===== config.mk =====
export PLATFORM = sky130hd
export DESIGN_NAME = app_switcher
export DESIGN_NICKNAME = d
export VERILOG_FILES = /design/src/rtl/app_switcher_pkg.sv /design/src/rtl/app_out_mux.sv /design/src/rtl/app_switcher.sv
export SDC_FILE = /design/constraint.sdc
export NUM_CORES = 1
export LEC_CHECK = 0
export ABC_CLOCK_PERIOD_IN_PS = 4700
export CORE_AREA = 2 2 74 76
export CTS_BUF_LIST = sky130_fd_sc_hd__clkbuf_2 sky130_fd_sc_hd__clkbuf_4 sky130_fd_sc_hd__clkbuf_8
export DETAILED_ROUTE_END_ITERATION = 12
export DIE_AREA = 0 0 76 78
export DONT_BUFFER_PORTS = 1
export PLACE_DENSITY = 0.64
export SKIP_CTS_REPAIR_TIMING = 1
export SYNTH_ARGS = -nofsm -noshare
export SYNTH_HDL_FRONTEND = slang
export SYNTH_SLANG_ARGS = --single-unit

===== constraint.sdc =====
create_clock -name clk -period 4.7 [get_ports clk]
set_input_delay 0.94 -clock clk [delete_from_list [all_inputs] [get_ports clk]]
set_output_delay 0.94 -clock clk [all_outputs]
set_load 0.03 [all_outputs]

===== src/rtl/app_switcher_pkg.sv =====
// app_switcher shared definitions:
// FSM encodings, display sources, panel widths.
package app_switcher_pkg;

  localparam logic [1:0] ST_MENU = 2'b00;
  localparam logic [1:0] ST_INIT = 2'b01;
  localparam logic [1:0] ST_RUN  = 2'b10;
  localparam logic [1:0] ST_EXIT = 2'b11;

  localparam logic DSRC_MENU = 1'b0;
  localparam logic DSRC_APP  = 1'b1;

  localparam int PIX_W_DEF = 16;
  localparam int AN_W      = 4;
  localparam int SEG_W     = 8;

endpackage


===== src/rtl/app_out_mux.sv =====
// app_out_mux: picks menu or one app's
// pixel / anode / segment slice.
module app_out_mux
  import app_switcher_pkg::*;
#(
  parameter int N_APPS = 4,
  parameter int IDX_W  = 2,
  parameter int PIX_W  = PIX_W_DEF
) (
  input  logic                    disp_src,
  input  logic [IDX_W-1:0]        active_idx,
  input  logic [PIX_W-1:0]        oled_menu,
  input  logic [N_APPS*PIX_W-1:0] oled_app,
  input  logic [AN_W-1:0]         an_menu,
  input  logic [SEG_W-1:0]        seg_menu,
  input  logic [N_APPS*AN_W-1:0]  an_app,
  input  logic [N_APPS*SEG_W-1:0] seg_app,
  output logic [PIX_W-1:0]        oled_data,
  output logic [AN_W-1:0]         an,
  output logic [SEG_W-1:0]        seg
);

  logic [PIX_W-1:0] pix_sel;
  logic [AN_W-1:0]  an_sel;
  logic [SEG_W-1:0] seg_sel;

  // slice out the active app's outputs
  always_comb begin
    pix_sel = '0;
    an_sel  = '0;
    seg_sel = '0;
    for (int k = 0; k < N_APPS; k++) begin
      if (active_idx == IDX_W'(k)) begin
        pix_sel = oled_app[k*PIX_W +: PIX_W];
        an_sel  = an_app[k*AN_W +: AN_W];
        seg_sel = seg_app[k*SEG_W +: SEG_W];
      end
    end
  end

  // final menu/app selection
  always_comb begin
    oled_data = oled_menu;
    an        = an_menu;
    seg       = seg_menu;
    if (disp_src == DSRC_APP) begin
      oled_data = pix_sel;
      an        = an_sel;
      seg       = seg_sel;
    end
  end

endmodule


===== src/rtl/app_switcher.sv =====
// app_switcher: menu navigation, app launch
// handshake and frame-aligned output switching.
module app_switcher
  import app_switcher_pkg::*;
#(
  parameter int N_APPS       = 4,
  parameter int IDX_W        = 2,
  parameter int PIX_W        = PIX_W_DEF,
  parameter int INIT_TIMEOUT = 1000,
  parameter int TMO_W        = 10
) (
  input  logic                    clk,
  input  logic                    rst,
  input  logic                    btn_up,
  input  logic                    btn_down,
  input  logic                    btn_sel,
  input  logic                    frame_begin,
  input  logic [N_APPS-1:0]       app_ready,
  input  logic [N_APPS-1:0]       app_ended,
  input  logic [PIX_W-1:0]        oled_menu,
  input  logic [N_APPS*PIX_W-1:0] oled_app,
  input  logic [AN_W-1:0]         an_menu,
  input  logic [SEG_W-1:0]        seg_menu,
  input  logic [N_APPS*AN_W-1:0]  an_app,
  input  logic [N_APPS*SEG_W-1:0] seg_app,
  output logic [PIX_W-1:0]        oled_data,
  output logic [AN_W-1:0]         an,
  output logic [SEG_W-1:0]        seg,
  output logic [N_APPS-1:0]       app_start,
  output logic [IDX_W-1:0]        sel_idx,
  output logic [IDX_W-1:0]        active_idx,
  output logic [1:0]              fsm_state,
  output logic                    init_err
);

  localparam logic [IDX_W-1:0] LAST_IDX =
    IDX_W'(N_APPS - 1);
  localparam logic [TMO_W-1:0] LAST_TMO =
    TMO_W'(INIT_TIMEOUT - 1);

  logic [1:0]        state, state_n;
  logic [IDX_W-1:0]  sel_n, act_n;
  logic              err_n;
  logic [TMO_W-1:0]  tmo, tmo_n;
  logic [N_APPS-1:0] start_n;
  logic              disp_src, req_src;
  logic              rdy, ended;

  assign rdy       = app_ready[active_idx];
  assign ended     = app_ended[active_idx];
  assign fsm_state = state;

  // only RUN asks for the app's picture
  assign req_src = (state == ST_RUN) ?
                   DSRC_APP : DSRC_MENU;

  // next-state, menu cursor and handshake
  always_comb begin
    state_n = state;
    sel_n   = sel_idx;
    act_n   = active_idx;
    err_n   = init_err;
    tmo_n   = '0;
    start_n = '0;
    case (state)
      ST_MENU: begin
        if (btn_sel) begin
          act_n          = sel_idx;
          err_n          = 1'b0;
          start_n[sel_idx] = 1'b1;
          state_n        = ST_INIT;
        end else if (btn_up ^ btn_down) begin
          unique case (1'b1)
            btn_down:
              sel_n = (sel_idx == LAST_IDX) ?
                      '0 : sel_idx + IDX_W'(1);
            btn_up:
              sel_n = (sel_idx == '0) ?
                      LAST_IDX : sel_idx - IDX_W'(1);
          endcase
        end
      end
      ST_INIT: begin
        tmo_n = tmo + TMO_W'(1);
        if (ended) begin
          state_n = ST_EXIT;
        end else if (rdy) begin
          state_n = ST_RUN;
        end else if (tmo == LAST_TMO) begin
          err_n   = 1'b1;
          state_n = ST_MENU;
        end
      end
      ST_RUN: begin
        if (ended) state_n = ST_EXIT;
      end
      default: begin
        if (frame_begin) state_n = ST_MENU;
      end
    endcase
  end

  // control registers; display source moves on frame start
  always_ff @(posedge clk or negedge rst) begin
    if (!rst) begin
      state      <= ST_MENU;
      sel_idx    <= '0;
      active_idx <= '0;
      init_err   <= 1'b0;
      tmo        <= '0;
      app_start  <= '0;
      disp_src   <= DSRC_MENU;
    end else begin
      state      <= state_n;
      sel_idx    <= sel_n;
      active_idx <= act_n;
      init_err   <= err_n;
      tmo        <= tmo_n;
      app_start  <= start_n;
      if (frame_begin) disp_src <= req_src;
    end
  end

  app_out_mux #(
    .N_APPS (N_APPS),
    .IDX_W  (IDX_W),
    .PIX_W  (PIX_W)
  ) u_mux (
    .disp_src   (disp_src),
    .active_idx (active_idx),
    .oled_menu  (oled_menu),
    .oled_app   (oled_app),
    .an_menu    (an_menu),
    .seg_menu   (seg_menu),
    .an_app     (an_app),
    .seg_app    (seg_app),
    .oled_data  (oled_data),
    .an         (an),
    .seg        (seg)
  );

endmodule


==> results.txt <==
----------------------------------------------------
[Run status]
  Run status ... finished, final reports clean

[Timing]
  Worst rel slew slack ... 19.3%
  Fin Hold WS ... 0.368 ns
  Time the worst path needs with I/O delays and setup ... 3.25 ns
  Final setup viols ... 0
  Final worst-path cycle share ... 69.1%
  Transition time at the pin with the least slew margin ... 1.21 ns
  Worst Clk Skew ... 0.00424 ns
  Total count of max-transition violations in the final report ... 0
  Number of hold violations in the final report ... 0
  Min setup slack post-route ... 1.45 ns
  Setup TNS ... 0 ns
  Achievable clock frequency ... 308 MHz
  RSZ-0062 raised after global routing ... false

[Power]
  Standby leakage power ... 0.790 nW
  Share of total power consumed by net switching ... 48.4%
  Combinational share of power ... 55.4%
  Net Sw Power ... 0.627 mW
  Worst ir drop on vdd ... 0.349 mV
  Clock group share of total power ... 10.2%
  Total power divided by cell area ... 590 nW/um^2
  Share of total power in sequential cells ... 34.4%
  Pint ... 0.668 mW

[Global route]
  GRT Overall Usage ... 21.4%
  Initial antenna violation count ... 3
  Vias in the first global route ... 1618
  Global-route wire length before repair ... 9.80 mm
  Maximum number of pins on one net before global-route repair ... 31
  Aggregate global routing overflow ... 0

[Placed design]
  Weighted congestion reported at the end of routability-driven placement ... 0.707
  Placed standard-cell area ... 2140 um^2
  HPWL Detailed ... 5.71 mm
  PortBufs ... 0
  Worst slack, placed ... 1.68 ns

[Synth]
  Yosys warning count ... 0
  Sequential share of the synthesized area ... 26.2%
  Yosys top cell by area ... sky130_fd_sc_hd__mux4_2
  Number of flip-flops and latches in the synthesized netlist ... 22
  Net count after synthesis ... 326
  Dominant cells by area after synthesis ... sky130_fd_sc_hd__mux4_2 (32%), sky130_fd_sc_hd__dfrtp_1 (26%), sky130_fd_sc_hd__mux2_2 (16%), sky130_fd_sc_hd__ha_1 (3.0%), sky130_fd_sc_hd__xnor2_1 (1.7%)
  Count of different cell masters after synthesis ... 37
  Async S/R FF share, synth ... 100%
  Number of instances in the synthesized netlist ... 167
  Avg Inst Size Synth ... 12.6 um^2
  Ys flop type ... sky130_fd_sc_hd__dfrtp_1
  Count of flip-flops with a built-in enable after synthesis ... 0
  Yosys top cell area share ... 32.1%
  Post-synthesis instance area ... 2100 um^2

[Routing]
  DRC Markers ... 0
  Wirelength per Cell ... 28.9 um
  Final wirelength ... 6.73 mm
  First-pass DRT Iterations ... 4
  Vias per Instance ... 6.88
  Count of routing violations after the opening detailed-route iteration ... 45
  Via Count ... 1602
  Residual antenna-violating net count after detailed routing ... 0

[Clocking]
  Skew-Pair Late Insertion Delay ... 0.26 ns
  TritonCTS buffer count ... 3
  Clock sink count ... 22
  Clock root buffer master ... sky130_fd_sc_hd__clkbuf_8
  Maximum number of buffers from clock root to sink ... 2
  Level count of the clock H-tree ... 1
  CTS tree ... done
  Clock input transition at the sequential cells of the worst setup and hold paths ... 0.08 ns

[Finish]
  Area of all placed cells without fillers ... 2200 um^2
  Sequential Area ... 552 um^2
  Final layout net count ... 322
  Total of fill cells in the finished design ... 476
  Multi-input logic area ... 1450 um^2
  Fraction of final layout cells sized beyond drive strength 1 ... 41.4%
  Syn-to-layout area delta ... 4.46%

[Floorplanning]
  I/O pin cnt ... 193
  Die Height ... 78 um
  Die X ... 76 um
  Row count ... 26
  Effective utilization at floorplan ... 41.7%
  Floorplan Core Area ... 5040 um^2
  Full die area ... 5930 um^2

[Worst setup path]
  Arrival time at the worst endpoint ... 2.31 ns
  Setup slack on the worst flop-to-flop path ... 2.30 ns
  Worst reg2reg path depth ... 4
  Setup Crit Path Kind ... register to output pin
  Largest fanout on the critical path ... 30
  Crit end category ... output pin
  Worst flop-to-flop path endpoint ... fsm_state[0]$_DFFE_PN0P_
  R2r startpoint ... active_idx[0]$_DFFE_PN0P_
  Startpoint Class ... register
  Worst Path Required ... 3.76 ns
  Critical-path cell with the highest stage delay ... sky130_fd_sc_hd__dfrtp_2
  Cell-by-cell trace of the critical path ... mux4_2 -> mux2_2
  Worst stage delay on the critical path ... 1.04 ns

[Hold path]
  Class of the most critical hold timing path ... input pin to async pin

[Job]
  Max cap viols ... 0

----------------------------------------------------
[flip-flops by register name, summed over array words and instances, names as in the netlist]
name,flops
tmo,10
init_err,1
fsm_state,2
app_start,4
disp_src,1
sel_idx,2
active_idx,2
[per-layer routing]
metal / track usage (%) / share of wire [%] / routed length [um]
met2: 37.3 / 52 / 3500
met5: 0 / 0.40 / 27
met4: 7.09 / 2.7 / 184
met1: 23.0 / 33 / 2190
met3: 10.0 / 12 / 823
[synth_stat cells (3+ instances only)]
cell type and n:
sky130_fd_sc_hd__inv_1 8, sky130_fd_sc_hd__nand4_1 4, sky130_fd_sc_hd__ha_1 5, sky130_fd_sc_hd__a21oi_1 6, sky130_fd_sc_hd__and2_1 4, sky130_fd_sc_hd__dfrtp_1 22, sky130_fd_sc_hd__nor2_1 8, sky130_fd_sc_hd__o21ai_0 6
sky130_fd_sc_hd__or3_1 4, sky130_fd_sc_hd__nand3_1 4, sky130_fd_sc_hd__xnor2_1 4, sky130_fd_sc_hd__buf_1 3, sky130_fd_sc_hd__buf_6 3, sky130_fd_sc_hd__mux2_2 30, sky130_fd_sc_hd__mux4_2 30
[logic make-up (layout without fill, tap and decap cells)]
logic type	after synthesis	in the layout	synth area share (%)
other	0	1	0
AOI/OAI and AO/OA	20	20	5.89
buffers and inverters	19	14	4.64
xor gates and xnor gates	5	5	2.08
DFF	22	22	26.2
muxes	60	60	48.2
adders and majority gates	5	5	2.98
and+or+nand+nor	36	36	10.0
[critical path: cells and delay by family (launching register included)]
kind / cells / cell delay [ns]
DFF: 1 / 1.04
muxes: 2 / 0.99
[through the flow]
| step | utilization [%] | instances | total power, mW |
|---|---|---|---|
| 2_1_floorplan | - | 167 | 1.09 |
| 5_1_grt | 43.5 | 232 | 1.37 |
| 3_3_place_gp | 42.4 | 228 | 1.14 |
| 6_report | 43.5 | 233 | 1.30 |
| 4_1_cts | 43.5 | 232 | 1.31 |
| 3_5_place_dp | 42.4 | 228 | 1.17 |
[power groups by stage]
stage	combinational, mW	clock [mW]	sequential, mW
finish	0.718	0.132	0.446
global route	0.750	0.148	0.471
CTS	0.721	0.135	0.453
detailed placement	0.716	0	0.457
global placement	0.696	0	0.442
floorplan	0.757	0	0.329
[cells in the final DEF (no fill, tap or decap), types with 4 or more instances in the layout]
master and n:
sky130_fd_sc_hd__xnor2_1 4, sky130_fd_sc_hd__and2_1 4, sky130_fd_sc_hd__nand4_1 4, sky130_fd_sc_hd__inv_1 8
sky130_fd_sc_hd__a21oi_1 6, sky130_fd_sc_hd__nor2_1 8, sky130_fd_sc_hd__or3_1 4, sky130_fd_sc_hd__clkbuf_8 4
sky130_fd_sc_hd__o21ai_0 6, sky130_fd_sc_hd__dfrtp_1 21, sky130_fd_sc_hd__mux4_2 30, sky130_fd_sc_hd__nand3_1 4
sky130_fd_sc_hd__ha_1 5, sky130_fd_sc_hd__mux2_2 30
[final cells by class]
cell class	instances	area share, %
antenna	1	0.114
inverter	8	1.37
sequential	22	25.1
clock buffer	4	2.51
timing repair buffer	2	0.684
multi-input combinational	126	66.2
tap	70	3.99
[worst max-delay path by stage]
| stage | startpoint | end | cells after the start | slack [ns] |
|---|---|---|---|---|
| after floorplan | an_app[12] | an[0] | 2 | 2.03 |
| after global placement | active_idx[0]$_DFFE_PN0P_ | oled_data[8] | 2 | 1.75 |
| after detailed placement | active_idx[0]$_DFFE_PN0P_ | seg[2] | 2 | 1.68 |
| after CTS | active_idx[0]$_DFFE_PN0P_ | seg[2] | 2 | 1.40 |
| after global routing | active_idx[0]$_DFFE_PN0P_ | an[2] | 2 | 1.27 |
| final | active_idx[0]$_DFFE_PN0P_ | an[2] | 2 | 1.45 |
(Power assumes the default switching activity.)
